File: src/rtl/pipe_stage_buf_pkg.sv
// Shared definitions for the inter-stage pipeline buffers.
//  - buf_state_e : occupancy encoding of a pipe_stage_buf (EMPTY / ONE / TWO)
//  - mm2_wb_t    : stage bundle carried from MM2 to WB. The producer packs it,
//                  the consumer unpacks it, and the buffer treats it as opaque bits.
//  - occupied()  : true when a buffer state holds at least one entry
package pipe_stage_buf_pkg;

  typedef enum logic [1:0] {
    ST_EMPTY = 2'b00,
    ST_ONE   = 2'b01,
    ST_TWO   = 2'b10
  } buf_state_e;

  // MM2 -> WB bundle; field order fixes the bit offsets (ertn at bit 0).
  typedef struct packed {
    logic [31:0] pc;
    logic [31:0] inst;
    logic [31:0] result;
    logic [31:0] csr_wdata;
    logic [13:0] csr_addr;
    logic [5:0]  ecode;
    logic [8:0]  esubcode;
    logic        rf_we;
    logic        excp;
    logic        ertn;
  } mm2_wb_t;

  localparam int MM2_WB_W = $bits(mm2_wb_t);

  function automatic logic occupied(input buf_state_e s);
    return s != ST_EMPTY;
  endfunction

endpackage

File: src/rtl/pipe_stage_buf_sat_counter.sv
// Saturating event counter. Performance counters reuse it.
//  clk, rst_n : clock and asynchronous active-low reset (count resets to 0)
//  inc        : add one this cycle; the count holds once it reaches all-ones
//  clr        : synchronous clear to 0; takes priority over inc
//  cnt        : current count, CNT_W bits
module pipe_stage_buf_sat_counter #(
  parameter int CNT_W = 16
) (
  input  logic             clk,
  input  logic             rst_n,
  input  logic             inc,
  input  logic             clr,
  output logic [CNT_W-1:0] cnt
);

  logic [CNT_W-1:0] cnt_q, cnt_d;

  // NOTE: every always_comb output gets a default on its first line. That
  // keeps each path assigned, so no latch is inferred.
  always_comb begin
    cnt_d = cnt_q;
    if (clr) begin
      cnt_d = '0;
    end else if (inc && (cnt_q != {CNT_W{1'b1}})) begin
      cnt_d = cnt_q + 1'b1;
    end
  end

  // NOTE: sequential state uses non-blocking assignments only. All flops
  // then update together, and the order of assignments has no effect.
  always_ff @(posedge clk or negedge rst_n) begin
    if (!rst_n) cnt_q <= '0;
    else        cnt_q <= cnt_d;
  end

  assign cnt = cnt_q;

endmodule

File: src/rtl/pipe_stage_buf.sv
// Inter-stage pipeline buffer carrying an opaque payload over valid/ready.
//  clk, rst_n          : clock and asynchronous active-low reset
//  flush               : synchronous kill of all held and incoming entries
//  in_valid/in_ready   : producer handshake; in_data is sampled only on acceptance
//  in_data             : producer payload, WIDTH bits
//  out_valid/out_ready : consumer handshake; out_data comes from the main register
//  out_data            : payload to consumer, WIDTH bits
//  cnt_clr             : synchronous clear of stall_cnt
//  stall_cnt           : saturating count of cycles with out_valid & !out_ready
// SKID=1 adds a second entry, and in_ready then depends only on flops.
// SKID=0 keeps a single entry, and in_ready follows out_ready combinationally.
module pipe_stage_buf
  import pipe_stage_buf_pkg::*;
#(
  parameter int WIDTH     = MM2_WB_W,
  parameter bit SKID      = 1'b1,
  parameter bit CLR_FLUSH = 1'b1,
  parameter int CNT_W     = 16
) (
  input  logic             clk,
  input  logic             rst_n,
  input  logic             flush,
  input  logic             in_valid,
  output logic             in_ready,
  input  logic [WIDTH-1:0] in_data,
  output logic             out_valid,
  input  logic             out_ready,
  output logic [WIDTH-1:0] out_data,
  input  logic             cnt_clr,
  output logic [CNT_W-1:0] stall_cnt
);

  buf_state_e       state_q, state_d;
  logic [WIDTH-1:0] main_q, main_d;
  logic [WIDTH-1:0] skid_q, skid_d;
  logic             acc_in, acc_out;
  logic             stall_inc;

  assign out_valid = occupied(state_q);
  assign out_data  = main_q;
  assign acc_in    = in_valid & in_ready;
  assign acc_out   = out_valid & out_ready;

  // Flush does not gate in_ready. A beat accepted during a flush is dropped.
  if (SKID) begin : g_ready_reg
    assign in_ready = (state_q != ST_TWO);
  end else begin : g_ready_comb
    assign in_ready = !out_valid | out_ready;
  end

  always_comb begin
    state_d = state_q;
    main_d  = main_q;
    skid_d  = skid_q;
    unique case (state_q)
      ST_EMPTY: begin
        if (acc_in) begin
          state_d = ST_ONE;
          main_d  = in_data;
        end
      end
      ST_ONE: begin
        if (acc_in && acc_out) begin
          main_d = in_data;
        end else if (acc_out) begin
          state_d = ST_EMPTY;
        end else if (acc_in && SKID) begin
          state_d = ST_TWO;
          skid_d  = in_data;
        end
      end
      ST_TWO: begin
        // The skid entry moves up into main. The skid never drives the output directly.
        if (out_ready) begin
          state_d = ST_ONE;
          main_d  = skid_q;
        end
      end
      default: state_d = ST_EMPTY;
    endcase

    // Flush overrides every transition above, including the load of an accepted beat.
    if (flush) begin
      state_d = ST_EMPTY;
      if (CLR_FLUSH) begin
        main_d = '0;
        skid_d = '0;
      end else begin
        main_d = main_q;
        skid_d = skid_q;
      end
    end
  end

  // NOTE: payload registers are reset explicitly. out_data must then read 0,
  // not X, after reset. Without that, the reset could be dropped from a
  // datapath register.
  always_ff @(posedge clk or negedge rst_n) begin
    if (!rst_n) begin
      state_q <= ST_EMPTY;
      main_q  <= '0;
    end else begin
      state_q <= state_d;
      main_q  <= main_d;
    end
  end

  if (SKID) begin : g_skid
    always_ff @(posedge clk or negedge rst_n) begin
      if (!rst_n) skid_q <= '0;
      else        skid_q <= skid_d;
    end
  end else begin : g_no_skid
    logic skid_unused;
    assign skid_q      = '0;
    assign skid_unused = ^skid_d;
  end

  assign stall_inc = out_valid & ~out_ready;

  pipe_stage_buf_sat_counter #(
    .CNT_W(CNT_W)
  ) u_stall_cnt (
    .clk  (clk),
    .rst_n(rst_n),
    .inc  (stall_inc),
    .clr  (cnt_clr),
    .cnt  (stall_cnt)
  );

endmodule

File: config.mk
export PLATFORM = sky130hd
export DESIGN_NAME = pipe_stage_buf
export DESIGN_NICKNAME = d
export VERILOG_FILES = /design/src/rtl/pipe_stage_buf_pkg.sv /design/src/rtl/pipe_stage_buf_sat_counter.sv /design/src/rtl/pipe_stage_buf.sv
export SDC_FILE = /design/constraint.sdc
export NUM_CORES = 1
export LEC_CHECK = 0
export ABC_AREA = 1
export ABC_CLOCK_PERIOD_IN_PS = 5400
export CORE_ASPECT_RATIO = 0.7
export CORE_UTILIZATION = 55
export CTS_CLUSTER_SIZE = 28
export DETAILED_ROUTE_END_ITERATION = 8
export PLACE_DENSITY = 0.84
export REMOVE_ABC_BUFFERS = 1
export SYNTH_ARGS = -nofsm -noshare
export SYNTH_HDL_FRONTEND = slang
export SYNTH_SLANG_ARGS = --single-unit
File: constraint.sdc
create_clock -name clk -period 5.4 [get_ports clk]
set_input_delay 1.08 -clock clk [delete_from_list [all_inputs] [get_ports clk]]
set_output_delay 1.08 -clock clk [all_outputs]
set_load 0.03 [all_outputs]
==> out/qor.txt, run 1 <==
unrepaired setup endpoints after global routing: no
Crit Path Max Fanout: 112
count of buffers from port buffering: 343
#FFs+latches synth: 338
Max stage delay on crit path: 950 ps
Clock Skew: 19.7 ps
EDFF count, synth: 0
Post-synth top cells: 343 x nand3_1, 338 x dfrtp_1, 318 x nand2_1
reg-to-reg endpoint: out_data[118]$_DFFE_PN0P_
Final Hold Fails: 0
Yosys Warn Count: 0
die area: 0.0293 sq mm
cts repair resizes: 0
Max Cap Viol: 0
reg2reg start: state_q[0]$_DFFE_PN0P_
Slowest cell on crit path: buf_4
crit-path cells: inv_1 > ha_4 > buf_4 > buf_4 > nor2_1 > a21oi_1 > nand2_1 > o21ai_0
R2R depth: 8
Hold Path Cell Cnt: 2
Die X: 204 um
IO Pins: 344
Worst Hold Launch: out_data[77]$_DFFE_PN0P_
CTS tree: yes
Setup TNS: 0 ps
layout cells sized above 1: 3.69%
WHS Endpoint: out_data[77]$_DFFE_PN0P_
Synth area leader: dfrtp_1
maximum resistive drop on vdd: 0.523 mV
H-Tree Depth: 2
total track usage: 30.6%
CP Capture Type: register
Net Switching: 4.49 mW
hpwl dp: 27,500 um
Core Region: 0.0279 sq mm
post-CTS setup buffers: 0
Multi-input gate area: 0.00564 sq mm
Switching Share: 41.4%
Fill cells: 2,057
endpoints failing setup: 0
Avg WL per Cell: 17.3 um
Max Buffers Root-to-Sink: 3
Die Y: 143 um
Slew HR: 23.5%
CP top delay family: buffers and inverters
initial antenna violation count: 2
status: completed
max-slew violations: 0
clk sinks: 338
crit path from: state_q[0]$_DFFE_PN0P_
most area-consuming cells after synthesis: dfrtp_1 54%, nand3_1 11%, nand2_1 7.6%, o21ai_0 7.2%, inv_1 6.3%
Post-layout nets: 2,369
Worst-Skew Late Latency: 520 ps
worst min path class: reg2reg
crit path DAT: 3640 ps
Post-CTS Hold Buffers: 0
Worst-path clk slew: 70 ps
GP Congestion: 0.873
Lkg Pwr: 9.25 nW
Internal Power: 6.34 mW
WS Path Type: reg2reg
vias in the first global route: 13.7k
post-route setup slack: 2170 ps
min cycle time layout: 3230 ps
Bufs and invs on worst path: 3
sequential cell area fraction in the yosys report: 53.8%
routed via count: 14.6k
Reg power frac: 34.1%
Final Cycle Share: 59.9%
Mapped Avg Cell Area: 8.05 sq um
Initial Util: 56.2%
largest net degree at the start of global routing: 195
CP Launch Type: register
Critical Path RT: 5810 ps
clock buffer count from CTS: 34
Seq. cell area: 0.00846 sq mm
Clock Power Share: 23.0%
share of async-settable or async-resettable flops after synthesis: 100%
DRC viols: 0
clock root buffer: clkbuf_16
Synth Instances: 1,952
post-synth cell types: 22
Comb pwr share: 42.9%
Fmax: 309 MHz
Crit path top cell by count: buf_4
first-pass GRT wire length: 71,700 um
Cell Rows: 51
top-area cell type share of the netlist area: 53.8%
1st-iter DRT viols: 1,599
area grow syn2layout: 29.7%
Slew @ Worst Pin: 1150 ps
Most used DFF post-synth: dfrtp_1
Netlist Area Pre-Place: 0.0157 sq mm
PwrDens: 531 mW/mm^2
Via-to-Cell Ratio: 5.62
R2R Setup Slk: 2170 ps
drt pass-1 iters: 8
most instantiated library cell after synthesis: nand3_1
pre-CTS WS: 1820 ps
grt total ovfl: 0
Total Wirelength: 45,000 um
Routed Antenna Nets: 0
-- worst register-to-register path: cells and delay by family, from the launching register on --
kind,cells,cell delay [ps]
compound gates,2,370
fa+ha+maj,1,160
buf+inv,3,1860
simple gates,2,310
flops,1,420
-- power groups by stage --
| stage | logic [mW] | clock network (mW) | registers, mW |
|---|---|---|---|
| after floorplan | 1.38 | 0 | 4.15 |
| after CTS | 4.64 | 2.54 | 3.69 |
| after global placement | 4.52 | 0 | 3.69 |
| after detailed placement | 4.61 | 0 | 3.70 |
| after global routing | 4.98 | 2.65 | 3.76 |
| final | 4.64 | 2.49 | 3.69 |
-- sequential cells by signal, summed over array words and instances, names as in the netlist --
| signal | count |
|---|---|
| out_data | 160 |
| state_q | 2 |
| u_stall_cnt.cnt | 16 |
| skid_q | 160 |
-- kinds of logic after synthesis --
kind of cell	after synthesis	share of synthesized area, %
buffers and inverters	417	10.5
AND/OR/NAND/NOR	782	21.5
adder cells (fa/ha/maj)	5	0.398
AO/OA/AOI/OAI	409	13.7
flip-flops	338	53.8
XOR/XNOR	1	0.0557
-- placed cells by master, fill, tap and decap left out, drive strengths merged --
master         Yosys  routed
dfrtp            338     338
diode              0       2
nand2            319     319
xor2               1       1
nor3               4       4
ha                 5       5
nand4              2       2
clkdlybuf4s50      0     342
inv              268     268
nor2             112     112
bufinv             0       3
clkinv             0       6
o21ai            246     246
o22ai             80      80
nand3            343     343
clkbuf            98      52
a21oi             83      83
buf               51      17
or2                2       2
-- through the flow --
stage | power, mW | area (sq um) | cells | hold slack (ps) | utilization [%]
4_1_cts | 10.9 | 20400 | 2594 | 513 | 72.9
3_3_place_gp | 8.22 | 19200 | 2533 | 492 | 68.7
6_report | 10.8 | 20400 | 2596 | 507 | 72.9
3_5_place_dp | 8.32 | 19200 | 2533 | 493 | 68.7
5_1_grt | 11.4 | 20400 | 2594 | 527 | 72.9
2_1_floorplan | 5.53 | 15100 | 1803 | 486 | -
-- metal layers --
metal | vias to the layer above | global-route usage [%] | part of all wire [%]
met4 | 2 | 9.54 | 2.9
li1 | 6855 | - | -
met1 | 6918 | 42.4 | 42
met5 | - | 0 | 0.029
met2 | 715 | 46.7 | 45
met3 | 100 | 8.53 | 11
-- worst max-delay path by stage --
stage | to | depth (start not counted)
after floorplan | out_data[17]$_DFFE_PN0P_ | 11
after global placement | out_data[25]$_DFFE_PN0P_ | 6
after detailed placement | out_data[22]$_DFFE_PN0P_ | 6
after CTS | out_data[103]$_DFFE_PN0P_ | 8
after global routing | out_data[103]$_DFFE_PN0P_ | 8
final | out_data[118]$_DFFE_PN0P_ | 8
-- final cells by class --
type,count,share of cell area [%]
flip-flops and latches,338,41.5
multi-input cells,1197,27.7
repair buffers,359,17.8
inverters,268,4.97
well taps,371,2.28
clock buffers,52,5.21
diodes,2,0.0245
clock inverters,9,0.589
(Power assumes the default switching activity.)
==> inputs of run 2 (changes only) <==
--- a/config.mk
+++ b/config.mk
@@ -6,12 +6,12 @@
 export NUM_CORES = 1
 export LEC_CHECK = 0
 export ABC_AREA = 1
-export ABC_CLOCK_PERIOD_IN_PS = 5400
+export ABC_CLOCK_PERIOD_IN_PS = 2620
 export CORE_ASPECT_RATIO = 0.7
-export CORE_UTILIZATION = 55
+export CORE_UTILIZATION = 46
 export CTS_CLUSTER_SIZE = 28
 export DETAILED_ROUTE_END_ITERATION = 8
-export PLACE_DENSITY = 0.84
+export PLACE_DENSITY = 0.75
 export REMOVE_ABC_BUFFERS = 1
 export SYNTH_ARGS = -nofsm -noshare
 export SYNTH_HDL_FRONTEND = slang
==> constraint.sdc (replaced) <==
create_clock -name clk -period 2.62 [get_ports clk]
set_input_delay 0.524 -clock clk [delete_from_list [all_inputs] [get_ports clk]]
set_output_delay 0.524 -clock clk [all_outputs]
set_load 0.03 [all_outputs]
==> run 2 against run 1 <==
Net effect: critical path depth down 4; clock power up 120%; clock skew is 8.6 ps lower; largest power group unchanged; sequential power increased by 110%; power increased by 110%; highest routed layer unchanged; hold slack gained 2.2 ps; final cell count is 3.1% higher; first-iteration DRC count is 7.2% lower.
==> out/qor.txt, run 2 (synthesis results as in run 1) <==
clock root buffer: clkbuf_16
Post-layout nets: 2,385
total track usage: 25.4%
CP top delay family: buffers and inverters
die area: 0.0349 sq mm
GP Congestion: 0.881
Fill cells: 2,850
H-Tree Depth: 2
Slew @ Worst Pin: 853 ps
Critical Path RT: 2100 ps
drt pass-1 iters: 6
Die Y: 157 um
DRC viols: 0
Seq. cell area: 0.00846 sq mm
CP Launch Type: register
endpoints failing setup: 0
CP Capture Type: primary output
area grow syn2layout: 32.5%
commonest non-fill, non-tap cell in the layout: nand3_1
count of buffers from port buffering: 343
maximum resistive drop on vdd: 1.04 mV
Max stage delay on crit path: 670 ps
Core Region: 0.0336 sq mm
Setup TNS: 0 ps
Bufs and invs on worst path: 3
Fmax: 398 MHz
crit-path cells: inv_1 > ha_4 > inv_2 > clkdlybuf4s50_1
Final Hold Fails: 0
Slowest cell on crit path: clkdlybuf4s50_1
Total Wirelength: 44,700 um
Multi-input gate area: 0.00564 sq mm
1st-iter DRT viols: 1,484
first-pass GRT wire length: 72,000 um
status: completed
post-CTS setup buffers: 0
crit path DAT: 1990 ps
Crit Path Max Fanout: 4
vias in the first global route: 13.7k
worst min path class: reg2reg
max-slew violations: 0
commonest non-fill, non-tap cells in the layout: 342 x nand3_1, 341 x clkdlybuf4s50_1, 338 x dfrtp_1
Slew HR: 43.1%
Max Buffers Root-to-Sink: 3
Pwr Total: 22.7 mW
unrepaired setup endpoints after global routing: no
largest net degree at the start of global routing: 201
grt total ovfl: 0
clock buffer count from CTS: 35
PwrDens: 1090 mW/mm^2
Max Cap Viol: 0
layout cells sized above 1: 4.64%
WS Path Type: reg2out
routed via count: 14.5k
Clock Skew: 11.1 ps
clk sinks: 338
Die X: 223 um
Worst-path clk slew: 60 ps
Routed Antenna Nets: 0
Avg WL per Cell: 16.7 um
Cell Rows: 56
hpwl dp: 28,100 um
Final Cycle Share: 95.9%
Initial Util: 46.8%
CTS tree: yes
min cycle time layout: 2510 ps
Via-to-Cell Ratio: 5.43
initial antenna violation count: 4
Worst-Skew Late Latency: 520 ps
IO Pins: 344
Lkg Pwr: 9.43 nW
-- run 2: cell count changes in the layout (fill, tap and decap cells not counted) --
| cell | before | now |
|---|---|---|
| clkinv_4 | 0 | 1 |
| dlygate4sd3_1 | 0 | 1 |
| bufinv_16 | 3 | 6 |
| diode_2 | 2 | 1 |
| clkinvlp_4 | 0 | 2 |
| clkbuf_8 | 8 | 5 |
| buf_12 | 5 | 18 |
| dlymetal6s2s_1 | 0 | 1 |
| buf_4 | 11 | 12 |
| clkinv_2 | 6 | 10 |
| clkbuf_1 | 7 | 1 |
| clkdlybuf4s50_1 | 342 | 341 |
| inv_6 | 0 | 1 |
-- run 2: what timing repair did --
| action | CTS | global route |
|---|---|---|
| gates resized for setup | 0 | 1 |
| setup endpoints to repair | 0 | 1 |
| hold buffers | 1 | 0 |
| endpoints found under the hold margin | 37 | 0 |
-- run 2: per-stage QoR --
stage          area, sq um  utilization (%)  hold slack, ps  setup WS (ps)  cells
2_1_floorplan        15100                -             228         -11050   1803
3_3_place_gp         19500             58.2             490            209   2611
3_5_place_dp         19500             58.2             485            134   2611
4_1_cts              20800             62.0             514           42.0   2675
5_1_grt              20800             62.0             530           38.6   2675
6_report             20800             62.0             509            108   2676
-- run 2: layout make-up --
type	count	share of cell area, %
multi-input combinational	1197	27.1
clock buffer	43	4.79
clock inverter	20	1.26
sequential	338	40.6
timing repair buffer	374	18.7
inverter	268	4.87
tap	435	2.61
antenna	1	0.0120
-- run 2: path summary, 6_finish.rpt --
| path | startpoint | end | slack [ps] | cells after the start |
|---|---|---|---|---|
| max in group asynchronous | rst_n | out_data[60]$_DFFE_PN0P_ | 1390 | 3 |
| max reg2reg | state_q[0]$_DFFE_PN0P_ | out_data[8]$_DFFE_PN0P_ | 290 | 10 |
| max | state_q[0]$_DFFE_PN0P_ | in_ready | 110 | 4 |
| min | out_data[36]$_DFFE_PN0P_ | out_data[36]$_DFFE_PN0P_ | 510 | 2 |
| min reg2reg | out_data[36]$_DFFE_PN0P_ | out_data[36]$_DFFE_PN0P_ | 510 | 2 |
| min in group asynchronous | rst_n | u_stall_cnt.cnt[15]$_DFFE_PN0P_ | 520 | 2 |
-- run 2: worst min-delay path, stage by stage (launching register included) --
cell	delay (ps)
dfrtp_1	340
nand3_1	80
nand2_1	60
-- run 2: where the power goes --
group	switching [mW]	leakage, nW	internal (mW)
clock network	2.13	0.626	3.31
logic	6.22	4.23	3.40
registers	0.947	4.57	6.70
total	9.29	9.43	13.4
-- run 2: layer usage --
layer	up-vias	wire length (um)	GRT usage [%]
met2	589	20000	38.1
met4	6	1040	7.32
met5	-	41	0
li1	6887	-	-
met1	6973	19800	36.4
met3	81	3920	6.46
==> inputs of run 3 (changes only) <==
--- a/config.mk
+++ b/config.mk
@@ -7,12 +7,14 @@
 export LEC_CHECK = 0
 export ABC_AREA = 1
 export ABC_CLOCK_PERIOD_IN_PS = 2620
+export CAP_MARGIN = 20
 export CORE_ASPECT_RATIO = 0.7
-export CORE_UTILIZATION = 46
+export CORE_UTILIZATION = 47
 export CTS_CLUSTER_SIZE = 28
 export DETAILED_ROUTE_END_ITERATION = 8
-export PLACE_DENSITY = 0.75
+export PLACE_DENSITY = 0.76
 export REMOVE_ABC_BUFFERS = 1
 export SYNTH_ARGS = -nofsm -noshare
 export SYNTH_HDL_FRONTEND = slang
+export SYNTH_HIERARCHICAL = 1
 export SYNTH_SLANG_ARGS = --single-unit
==> run 3 against run 2 <==
Net effect: core utilization increased by 1.1 points; register-to-register slack improved by 20 ps; sequential cell count unchanged; count of clock-buffer cells in the layout increased by 13; sequential share of layout area decreased by 0.96 points; critical endpoint unchanged; highest routed layer is now met4.
==> out/qor.txt, run 3 <==
Yosys Warn Count: 6
endpoints failing setup: 0
die area: 0.0353 sq mm
clk sinks: 338
first-pass GRT wire length: 81,900 um
routed via count: 16.1k
drt pass-1 iters: 6
H-Tree Depth: 2
CP Launch Type: register
Max Buffers Root-to-Sink: 3
grt total ovfl: 0
clock buffer count from CTS: 35
Netlist Area Pre-Place: 0.0162 sq mm
DRC viols: 0
CP top delay family: buffers and inverters
worst min path class: reg2reg
PwrDens: 1130 mW/mm^2
Core Util, Final: 63.2%
max-slew violations: 0
area grow syn2layout: 31.4%
Synth Instances: 2,121
Mapped Avg Cell Area: 7.65 sq um
Post-synth top cells: 709 x nand2_1, 341 x nor2_1, 338 x dfrtp_1
total track usage: 28.9%
Fmax: 405 MHz
Clock Skew: 18.9 ps
maximum resistive drop on vdd: 0.618 mV
EDFF count, synth: 0
Switching Share: 43.2%
Worst-Skew Late Latency: 530 ps
commonest non-fill, non-tap cell in the layout: nand2_1
Max stage delay on crit path: 400 ps
post-synth cell types: 27
Setup TNS: 0 ps
Crit Path Max Fanout: 70
Max Cap Viol: 0
crit path from: state_q[0]$_DFFE_PN0P_
Routed Antenna Nets: 0
reg2reg start: state_q[0]$_DFFE_PN0P_
Bufs and invs on worst path: 4
Critical Path RT: 2100 ps
crit-path cells: inv_1 > ha_4 > inv_4 > buf_12 > buf_4
1st-iter DRT viols: 1,819
Avg WL per Cell: 17.9 um
Internal Power: 13.7 mW
Via-to-Cell Ratio: 5.63
Final Cycle Share: 94.2%
share of async-settable or async-resettable flops after synthesis: 100%
Pwr Total: 24.1 mW
Slew HR: 51.4%
Initial Util: 48.1%
Synth area leader: dfrtp_1
initial antenna violation count: 1
IO Pins: 344
Final Hold Fails: 0
min cycle time layout: 2470 ps
Cell Rows: 56
Die X: 224 um
most area-consuming cells after synthesis: dfrtp_1 52%, nand2_1 16%, nor2_1 7.9%, nand4_1 6.5%, nand3_1 5.4%
unrepaired setup endpoints after global routing: no
Total Wirelength: 51,100 um
commonest non-fill, non-tap cells in the layout: 709 x nand2_1, 341 x nor2_1, 340 x clkdlybuf4s50_1
Reg power frac: 32.7%
Seq. cell area: 0.00846 sq mm
hpwl dp: 30,600 um
vias in the first global route: 15.6k
Slowest cell on crit path: dfrtp_1
CTS tree: yes
dpl cells: 2,795
#FFs+latches synth: 338
post-CTS setup buffers: 0
WS Path Type: reg2out
GP Congestion: 0.860
Die Y: 157 um
layout cells sized above 1: 4.93%
sequential cell area fraction in the yosys report: 52.1%
Net Switching: 10.4 mW
Worst-path clk slew: 60 ps
count of buffers from port buffering: 343
Clock Power Share: 21.1%
Comb pwr share: 46.1%
Most used DFF post-synth: dfrtp_1
Worst Hold Launch: skid_q[57]$_DFFE_PN0P_
Multi-input gate area: 0.00701 sq mm
Core Region: 0.0338 sq mm
most instantiated library cell after synthesis: nand2_1
status: completed
Finished Layout Cells: 2,859
top-area cell type share of the netlist area: 52.1%
Post-layout nets: 2,540
CP Capture Type: primary output
Slew @ Worst Pin: 729 ps
largest net degree at the start of global routing: 135
clock root buffer: clkbuf_16
Lkg Pwr: 11.0 nW
crit path DAT: 1940 ps
Fill cells: 2,838
-- run 3: power by group through the flow --
stage          sequential (mW)  clock, mW  combinational, mW
2_1_floorplan             10.2          0               3.70
4_1_cts                   7.87       5.18               11.1
6_report                  7.90       5.10               11.1
3_5_place_dp              7.93          0               11.1
5_1_grt                   8.06       5.41               11.9
3_3_place_gp              7.93          0               10.9
-- run 3: final cells by class --
class | count | share of cell area [%]
Antenna cell | 1 | 0.0117
Clock buffer | 56 | 5.19
Clock inverter | 6 | 0.276
Inverter | 23 | 0.463
Multi-Input combinational cell | 1585 | 32.9
Sequential cell | 338 | 39.7
Tap cell | 464 | 2.72
Timing Repair Buffer | 386 | 18.8
-- run 3: timing repair --
action | 4_1_cts | 5_1_grt
hold buffers | 1 | 0
resized for setup | 1 | 0
endpoints found under the setup margin | 1 | 0
hold endpoints to repair | 47 | 0
-- run 3: worst paths after layout --
check	cells after the start	end	slack [ps]
max	5	in_ready	150
min reg2reg	2	skid_q[57]$_DFFE_PN0P_	470
max reg2reg	10	out_data[65]$_DFFE_PN0P_	310
max in group asynchronous	3	out_data[79]$_DFFE_PN0P_	1280
min in group asynchronous	2	skid_q[4]$_DFFE_PN0P_	530
min	2	skid_q[57]$_DFFE_PN0P_	470
-- run 3: metrics by stage --
stage	worst slack, ps	hold slack (ps)	cell area, sq um
final	152	472	21300
after global routing	68.6	484	21300
after CTS	144	474	21300
after detailed placement	227	459	20200
after global placement	256	453	20200
after floorplan	-6830	228	15500
-- run 3: worst min-delay path, delay by kind of cell, from the launching register on --
family,cells,cell delay [ps]
AND/OR/NAND/NOR,2,100
flip-flops,1,340
-- run 3: cell families (layout without fill, tap and decap cells) --
kind of cell	count (synthesis)	after routing	share of synthesized area (%)
DFF	338	338	52.1
xor gates and xnor gates	5	5	0.270
AOI/OAI and AO/OA	167	167	5.25
other	0	1	0
adders and majority gates	5	5	0.385
buffers and inverters	198	471	5.12
and+or+nand+nor	1408	1408	36.9
-- run 3: per-layer routing --
| metal | share of wire [%] | global-route usage (%) | vias to the layer above |
|---|---|---|---|
| met3 | 9.1 | 6.37 | 93 |
| met1 | 43 | 40.2 | 7747 |
| li1 | - | - | 7427 |
| met4 | 2.7 | 10.1 | 0 |
| met2 | 45 | 44.8 | 833 |
| met5 | 0 | 0 | - |
